[src/rtl/usb_auth_msg_switch.sv]
// usb_auth_msg_switch: host<->responder switch for USB Type-C auth messages.
// Forward: host msg -> one of N_CH channels with ack timeout and bounded retry.
// Return: per-channel replies merged to the host by round-robin arbitration.
// Ports: clk, reset (sync, active-low); host side h_req/h_dest/h_msg,
//   h_busy/h_done/h_err, h_resp_valid/h_resp_msg/h_resp_src/h_resp_ack;
//   responder side r_req_out/r_msg_out/r_ack_in,
//   r_resp_req/r_resp_msg/r_resp_ack.
module usb_auth_msg_switch #(
  parameter int MSG_LEN   = 64,
  parameter int N_CH      = 4,
  parameter int CH_W      = 2,
  parameter int TIMEOUT   = 255,
  parameter int MAX_RETRY = 3
) (
  input  logic                   clk,
  input  logic                   reset,
  input  logic                   h_req,
  input  logic [CH_W-1:0]        h_dest,
  input  logic [MSG_LEN-1:0]     h_msg,
  output logic                   h_busy,
  output logic                   h_done,
  output logic                   h_err,
  output logic [N_CH-1:0]        r_req_out,
  output logic [MSG_LEN-1:0]     r_msg_out,
  input  logic [N_CH-1:0]        r_ack_in,
  input  logic [N_CH-1:0]        r_resp_req,
  input  logic [N_CH*MSG_LEN-1:0] r_resp_msg,
  output logic [N_CH-1:0]        r_resp_ack,
  output logic                   h_resp_valid,
  output logic [MSG_LEN-1:0]     h_resp_msg,
  output logic [CH_W-1:0]        h_resp_src,
  input  logic                   h_resp_ack
);

  typedef enum logic [2:0] {
    IDLE,
    SEND,
    GAP,
    DONE,
    ERR
  } state_t;

  state_t          state;
  logic [CH_W-1:0] dest_q;
  logic [15:0]     timer;
  logic [15:0]     retry;

  logic            bad_dest;
  logic            timed_out;
  logic            last_try;

  assign bad_dest  = int'(h_dest) >= N_CH;
  assign timed_out = timer == 16'(TIMEOUT);
  assign last_try  = retry == 16'(MAX_RETRY);

  always_ff @(posedge clk) begin
    if (!reset) begin
      state     <= IDLE;
      dest_q    <= '0;
      timer     <= '0;
      retry     <= '0;
      h_busy    <= 1'b0;
      h_done    <= 1'b0;
      h_err     <= 1'b0;
      r_req_out <= '0;
      r_msg_out <= '0;
    end else begin
      h_done <= 1'b0;
      h_err  <= 1'b0;
      unique case (state)
        IDLE: begin
          if (h_req) begin
            r_msg_out <= h_msg;
            dest_q    <= h_dest;
            h_busy    <= 1'b1;
            timer     <= '0;
            if (bad_dest) begin
              state <= ERR;
              h_err <= 1'b1;
            end else begin
              state     <= SEND;
              r_req_out <= N_CH'(1) << h_dest;
            end
          end
        end
        SEND: begin
          // an ack in the timeout cycle still counts as success
          if (r_ack_in[dest_q]) begin
            state     <= DONE;
            h_done    <= 1'b1;
            r_req_out <= '0;
            timer     <= '0;
          end else if (timed_out) begin
            r_req_out <= '0;
            timer     <= '0;
            if (last_try) begin
              state <= ERR;
              h_err <= 1'b1;
            end else begin
              state <= GAP;
              retry <= retry + 16'd1;
            end
          end else begin
            timer <= timer + 16'd1;
          end
        end
        GAP: begin
          state     <= SEND;
          timer     <= '0;
          r_req_out <= N_CH'(1) << dest_q;
        end
        DONE, ERR: begin
          state  <= IDLE;
          h_busy <= 1'b0;
          retry  <= '0;
        end
        default: begin
          state     <= IDLE;
          h_busy    <= 1'b0;
          r_req_out <= '0;
        end
      endcase
    end
  end

  logic [CH_W-1:0] rr_ptr;
  logic            gnt_found;
  logic [CH_W-1:0] gnt_idx;
  int              cand;
  int              gnt_int;

  // first requester strictly after rr_ptr, wrapping around
  always_comb begin
    gnt_found = 1'b0;
    gnt_int   = 0;
    cand      = 0;
    for (int i = 1; i <= N_CH; i++) begin
      cand = int'(rr_ptr) + i;
      if (cand >= N_CH) cand = cand - N_CH;
      if (!gnt_found && r_resp_req[cand]) begin
        gnt_found = 1'b1;
        gnt_int   = cand;
      end
    end
    gnt_idx = CH_W'(gnt_int);
  end

  always_ff @(posedge clk) begin
    if (!reset) begin
      rr_ptr       <= CH_W'(N_CH - 1);
      r_resp_ack   <= '0;
      h_resp_valid <= 1'b0;
      h_resp_msg   <= '0;
      h_resp_src   <= '0;
    end else begin
      r_resp_ack <= '0;
      if (h_resp_valid) begin
        if (h_resp_ack) h_resp_valid <= 1'b0;
      end else if (gnt_found) begin
        r_resp_ack   <= N_CH'(1) << gnt_idx;
        h_resp_msg   <= r_resp_msg[gnt_int*MSG_LEN +: MSG_LEN];
        h_resp_src   <= gnt_idx;
        rr_ptr       <= gnt_idx;
        h_resp_valid <= 1'b1;
      end
    end
  end

endmodule
[config.mk]
export PLATFORM = sky130hd
export DESIGN_NAME = usb_auth_msg_switch
export DESIGN_NICKNAME = d
export VERILOG_FILES = /design/src/rtl/usb_auth_msg_switch.sv
export SDC_FILE = /design/constraint.sdc
export NUM_CORES = 1
export LEC_CHECK = 0
export CAP_MARGIN = 0
export CORE_AREA = 2 2 184 186
export CTS_CLUSTER_DIAMETER = 100
export DETAILED_ROUTE_END_ITERATION = 8
export DIE_AREA = 0 0 186 188
export MAX_ROUTING_LAYER = met4
export SLEW_MARGIN = 40
export SYNTH_ARGS = -nofsm -noshare
export SYNTH_HDL_FRONTEND = slang
export SYNTH_SLANG_ARGS = --single-unit
[constraint.sdc]
create_clock -name clk -period 5.2 [get_ports clk]
set_input_delay 0.78 -clock clk [delete_from_list [all_inputs] [get_ports clk]]
set_output_delay 0.78 -clock clk [all_outputs]
set_load 0.01 [all_outputs]
=== Word-level counts from Yosys, hierarchy flattened ===
Cells that the tools add are included.

* Word-level logic and storage cells: 126
* Bits of input ports: 334
* Register bits after elaboration: 181

* Muxes and demuxes: 50
* Order comparisons: 9
* Equal/unequal tests: 11
* Shift-type cells: 4
* Reduce and logical (&&, ||, !) cells: 21
* Bitwise gates (word level): 7
* Add/sub/neg operators: 10

{| class="wikitable"
|+ Operators by type and width
! operator !! count
|-
| 256-bit by 32-bit indexed part select with 64-bit output || 1
|-
| 32-bit by 4-bit less-than comparator with 1-bit output, second input constant || 4
|-
| 32-bit 2-to-1 mux || 4
|-
| 26-bit 2-to-1 mux || 4
|-
| 16-bit 2-to-1 mux || 6
|-
| 16-bit case mux with 3 select lines || 1
|-
| 16-bit by 1-bit adder with 16-bit output, second input constant || 2
|-
| 16-bit case mux with 2 select lines || 1
|-
| 1-bit 2-to-1 mux || 19
|-
| 16-bit by 2-bit == test with 1-bit output, second input constant || 1
|-
| 16-bit by 8-bit == test with 1-bit output, second input constant || 1
|-
| 4-bit case mux with 4 select lines || 1
|-
| 3-bit 2-to-1 mux || 4
|-
| 4-bit 2-to-1 mux || 3
|-
| 2-bit AND reduction || 6
|-
| 1-bit by 2-bit << shifter with 4-bit output, first input constant || 3
|-
| 3-bit by 3-bit subtractor with 4-bit output, second input constant || 3
|-
| 1-bit binary-select mux with 2-bit select || 5
|-
| 3-bit >= comparator, second input constant || 3
|-
| 3-bit case mux with 3 select lines || 1
|-
| 2-bit inequality test, second input constant || 4
|-
| 1-bit NOT || 7
|-
| 2-bit by 2-bit adder with 3-bit output, second input constant || 2
|-
| 3-bit by 2-bit == test with 1-bit output, second input constant || 2
|-
| other kinds (19) || 24
|}

=== Longest topological paths before layout ===
* Depth in word-level cells: 18
* Gate-level depth with buffers: 11
* Mapped depth without buffers: 8

=== Worst setup path after synthesis ===
Ideal clock, no wire load.

* Path type: register to register
* From: reg rr_ptr[0]
* To: reg h_resp_msg[10]
* Arrival time: 2736 ps
* Library setup time: 138 ps
* Required time: 5062 ps
* Path buffers: 3
* Setup slack: 2326 ps
* Cell stages (with the launch flop): 12
* Cell sequence: dfxtp_1 buf_2 inv_1 ha_1 mux4_2 nor2b_1 nor2_1 mux2i_1 buf_4 buf_4 mux2i_1 o221ai_1

* Cells in the longest elaborated chain, start to end: 17
* Elaborated cells between the ends (all ways): 44
* Those cells by class: add/sub (8); order compare (4); shift (1); mux (24); reduce/logical (7)

{| class="wikitable"
|+ Ends and longest elaborated chain
! what !! RTL line !! source
|-
| start: declaration || 126 || <nowiki>logic [CH_W-1:0] rr_ptr;</nowiki>
|-
| start signal: assignment || 150 || <nowiki>rr_ptr <= CH_W'(N_CH - 1);</nowiki>
|-
| start signal: assignment || 163 || <nowiki>rr_ptr <= gnt_idx;</nowiki>
|-
| 2-bit by 1-bit adder with 3-bit output || 138 || <nowiki>cand = int'(rr_ptr) + i;</nowiki>
|-
| 3-bit by 3-bit subtractor with 4-bit output / 3-bit >= comparator (equally long branches) || 139 || <nowiki>if (cand >= N_CH) cand = cand - N_CH;</nowiki>
|-
| 32-bit 2-to-1 mux || 139 ||
|-
| 1-bit binary-select mux with 2-bit select || 140 || <nowiki>if (!gnt_found && r_resp_req[cand]) begin</nowiki>
|-
| 1-bit 2-to-1 mux (not written as such) (2 in a row) || 140 ||
|-
| 1-bit 2-to-1 mux || 140 ||
|-
| 1-bit zero test || 140 ||
|-
| 1-bit logical AND || 140 ||
|-
| 1-bit 2-to-1 mux || 140 ||
|-
| 1-bit zero test || 140 ||
|-
| 1-bit logical AND || 140 ||
|-
| 1-bit 2-to-1 mux || 140 ||
|-
| 1-bit zero test || 140 ||
|-
| 1-bit logical AND || 140 ||
|-
| 26-bit 2-to-1 mux / 1-bit 2-to-1 mux (equally long branches) || 140 ||
|-
| 256-bit by 32-bit indexed part select with 64-bit output / 2-bit AND reduction (equally long branches) || -- ||
|-
| end signal: assignment || 161 || <nowiki>h_resp_msg <= r_resp_msg[gnt_int*MSG_LEN +: MSG_LEN];</nowiki>
|-
| end: declaration || 30 || <nowiki>output logic [MSG_LEN-1:0] h_resp_msg,</nowiki>
|}

Several ways; a longest one is shown, not always the timed one. The select of a mux whose other input is x is not followed.
A chain may end at the register's enable or synchronous reset.

=== Worst setup path after layout ===
* From: reg rr_ptr[0]
* To: reg h_resp_msg[6]

The elaborated chain is that of the path after synthesis.

==> run summary <==
Synthesis instantiated 53 different standard cells from the library. The final layout contains routed wiring with a total length of 36160 microns. For this design the static power due to leakage is 5.299 nW.

Setup repair after global routing left no endpoint under its margin. Prior to clock tree synthesis, the placed netlist has a worst setup slack of 1.253 ns. Routability-driven placement finished with a final weighted congestion of 0.8610. The initialized floorplan defines 67 standard-cell rows.

The worst hold path begins at r_msg_out[38]. The yosys synthesis warning count was 0; the setup total negative slack was 0 ns. In this run the critical register-to-register path is launched from rr_ptr[0].

The path with the worst hold slack has its endpoint at r_msg_out[38]. The post-route netlist has 4.731% of its cells at a drive strength greater than 1. The post-detailed-route via-to-cell ratio was 4.632; the count of unresolved DRC violations after routing was 0. The tools report the share of the yosys chip area belonging to registers as 42.17%. The die covers 34970 sq um. The number of global-route vias before repair is 8636, and the via total after detailed routing is 8584. The tools report the total clock buffers created by CTS as 17.

The netlist area before placement is 8593 sq um. The post-CTS clock slew at the launch and capture registers of the worst setup and hold paths is 0.08 ns. The tightest hold path in the finished design has a slack of 0.4518 ns. The effective utilization at floorplan came out at 25.95%. The area taken by multi-input logic gates is 4647 sq um. The H-tree generated during clock tree synthesis spans 4 levels. Synthesis produced 943 cells. The tools report the maximum number of pins on one net before global-route repair as 81. Buffers placed on the I/O ports in this run total 475. After the last flow step, the layout net total stands at 1721. The HPWL after detailed placement is 27520 microns. The number of nets handed over by synthesis was 1282. Data on the critical path is required at its endpoint by 5.50 ns.

The die is 188 microns tall. Traced cell by cell, the critical path runs through inv_1 > ha_1 > mux4_2 > nor2b_1 > nor2_1 > mux2i_4 > buf_4 > mux2i_1 > o221ai_1. The share of flip-flops with an asynchronous set or reset after synthesis came out at 0%. The run finished with clean final reports. The post-CTS resize count was 0; the overall global routing resource usage was 21.08%.

In this run, synthesis produced a sequential element count of 181. The number of cell instances on the worst register-to-register path was 9; the delay of the slowest cell on the worst path was 0.69 ns. In this run the critical register-to-register path is captured at h_resp_msg[6]. Mean area per synthesized cell: 9.113 sq um. The root buffer cell was sky130_fd_sc_hd__clkbuf_16. In the final routed layout, each cell accounts on average for 19.51 microns.

The tool flagged a number of max-cap violations equal to 0. The count of final setup violators came out at 0. For this design, the slowest cell found on the critical path is sky130_fd_sc_hd__dfxtp_1. The count of pins over their slew limit came out at 0. The shortest period the worst path allows is 3.703 ns. The total area inside the core boundary comes to 33110 sq um. The arrival time at the worst endpoint was 4.00 ns. Across the whole layout, storage elements account for 3623 sq um. The total overflow left after global routing is 0. The number of setup buffers added after CTS was 0. The type of the worst setup path was reg -> reg.

The die width came out at 186 microns. Total power density per cell area: 368.2 nW/um^2. TritonCTS built the clock tree. Fill cells in the final layout number 3240. Once detail routing completed, the nets flagged for antenna violations numbered 0. The maximum fanout count along the critical path works out to 23.

STA classifies the critical path startpoint as a flip-flop. Setup slack on the worst reg-to-reg path comes out at 1.50 ns. The synthesized design contains 0 enable-type register cells. The worst hold path belongs to the class reg -> reg.

From synthesis to final layout, the design area changed by 67.87%. The first global-routing pass estimated 53190 microns of wire. Static timing analysis puts the maximum clock frequency at 270.0 MHz.

The total count of hold-check failures in the final report is 0, and the clock network latency to the later pin of the worst-skew pair is 0.46 ns. For this design the top-level I/O count stands at 476. The dominant register cell in the synthesized netlist was sky130_fd_sc_hd__dfxtp_1. Cells fill 43.56% of the core in the end. For this run, the detailed router's first-pass iteration total came to 4. Across the VDD grid, the largest voltage drop is 0.2421 mV. In this run, post-CTS hold repair placed 0 buffers. The final critical path takes up 71.21% of the cycle.

The logs give 47.35% for the worst relative slew slack and 460 for the initial DRC count. Number of antenna violations at the first check in global routing: 10. The post-route non-filler standard cell count is 1853. Counting instances, the worst hold path has a depth of 2. The clock passes through at most 2 buffers.

Counting every sink on the clock net gives 181. STA classifies the critical path endpoint as a flip-flop. On the final layout, the worst clock skew is 0.01523 ns.

In this run, placement finished with an instance count of 1811. For the pin with the worst max-slew slack, the measured transition is 0.7880 ns. Setup slack closes at 1.497 ns.
-- sequential cells by signal, indices dropped and copies added (netlist names), 2 cells and up --
signal	cells
dest_q	2
h_resp_msg	64
h_resp_src	2
r_msg_out	64
r_req_out	4
r_resp_ack	4
retry	16
rr_ptr	2
state	3
timer	16
-- worst max-delay path: cells and delay by family (launching register included) --
kind | cells | cell delay, ns
compound gates | 1 | 0.14
fa+ha+maj | 1 | 0.44
buf+inv | 2 | 0.67
flops | 1 | 0.69
mux | 3 | 1.15
simple gates | 2 | 0.45
-- synth_stat cells, drive strengths merged, types with 8 or more instances --
master  instances  area share (%)
buf            18             1.7
xor2           10             1.0
dfxtp         181              42
clkbuf         49             2.1
nand3          10            0.58
a21oi          13            0.76
nand2         222             9.7
inv             8            0.35
mux2i         135              16
o21ai           8            0.47
xnor2          18             1.8
nor2           52             2.3
nand4           9            0.66
nor2b           8            0.58
a21boi         67             5.9
o221ai         63             6.4
-- layer usage --
metal / track usage [%] / vias to the layer above / share of wire, %
met5: - / - / 0
li1: - / 4238 / -
met4: 7.389 / 0 / 1.9
met3: 7.458 / 35 / 6.9
met1: 23.81 / 4045 / 41
met2: 34.33 / 266 / 50
-- logic make-up after synthesis --
kind of cell | synth area share [%]
adders and majority gates | 0.7280
xor gates and xnor gates | 2.854
and+or+nand+nor | 16.90
muxes | 17.43
buffers and inverters | 4.223
AOI/OAI and AO/OA | 15.70
DFF | 42.17
-- report_power, final --
group | total, mW | switching, mW | internal, mW
Sequential | 1.77 | 0.153 | 1.62
Clock | 1.46 | 0.659 | 0.798
Combinational | 2.08 | 0.952 | 1.13
-- metrics by stage --
stage	area, sq um	total power [mW]
floorplan	8593	2.923
global placement	13750	3.874
detailed placement	13750	3.886
CTS	14400	5.387
global route	14430	5.595
finish	14430	5.312
-- final cells by class --
class	count	share of cell area (%)
timing repair buffer	487	33.90
multi-input combinational	686	32.21
antenna	10	0.1735
clock inverter	14	1.431
clock buffer	18	3.044
tap	448	3.886
inverter	9	0.2342
sequential	181	25.12
-- worst max-delay path by stage --
stage	startpoint	end	slack, ns	cells after the start
floorplan	rr_ptr[0]	h_resp_msg[10]	2.33	11
global placement	r_resp_req[3]	h_resp_msg[9]	1.36	8
detailed placement	r_resp_req[3]	h_resp_msg[6]	1.25	8
CTS	rr_ptr[0]	h_resp_msg[6]	1.41	9
global route	rr_ptr[0]	h_resp_msg[61]	1.15	9
finish	rr_ptr[0]	h_resp_msg[6]	1.50	9
-- layout by cell type (no fill, tap or decap), drive strengths merged, types with 4 or more instances in the layout --
cell           netlist  routed
nand2              222     222
a21oi               13      13
o221ai              63      63
nand4                9       9
dfxtp              181     181
nand3               10      10
a21boi              67      67
mux2i              135     135
and3                 4       4
diode                0      10
mux4                 4       4
o21ai                8       8
nor2                52      52
nor3                 6       6
nor4                 4       4
mux2                 5       5
buf                 18      13
ha                   5       5
xor2                10      10
clkbuf              49      18
inv                  8      17
xnor2               18      18
clkdlybuf4s50        0     474
nand2b               5       5
a211oi               6       6
nor4b                4       4
nor2b                8       8
(Power assumes the default switching activity.)
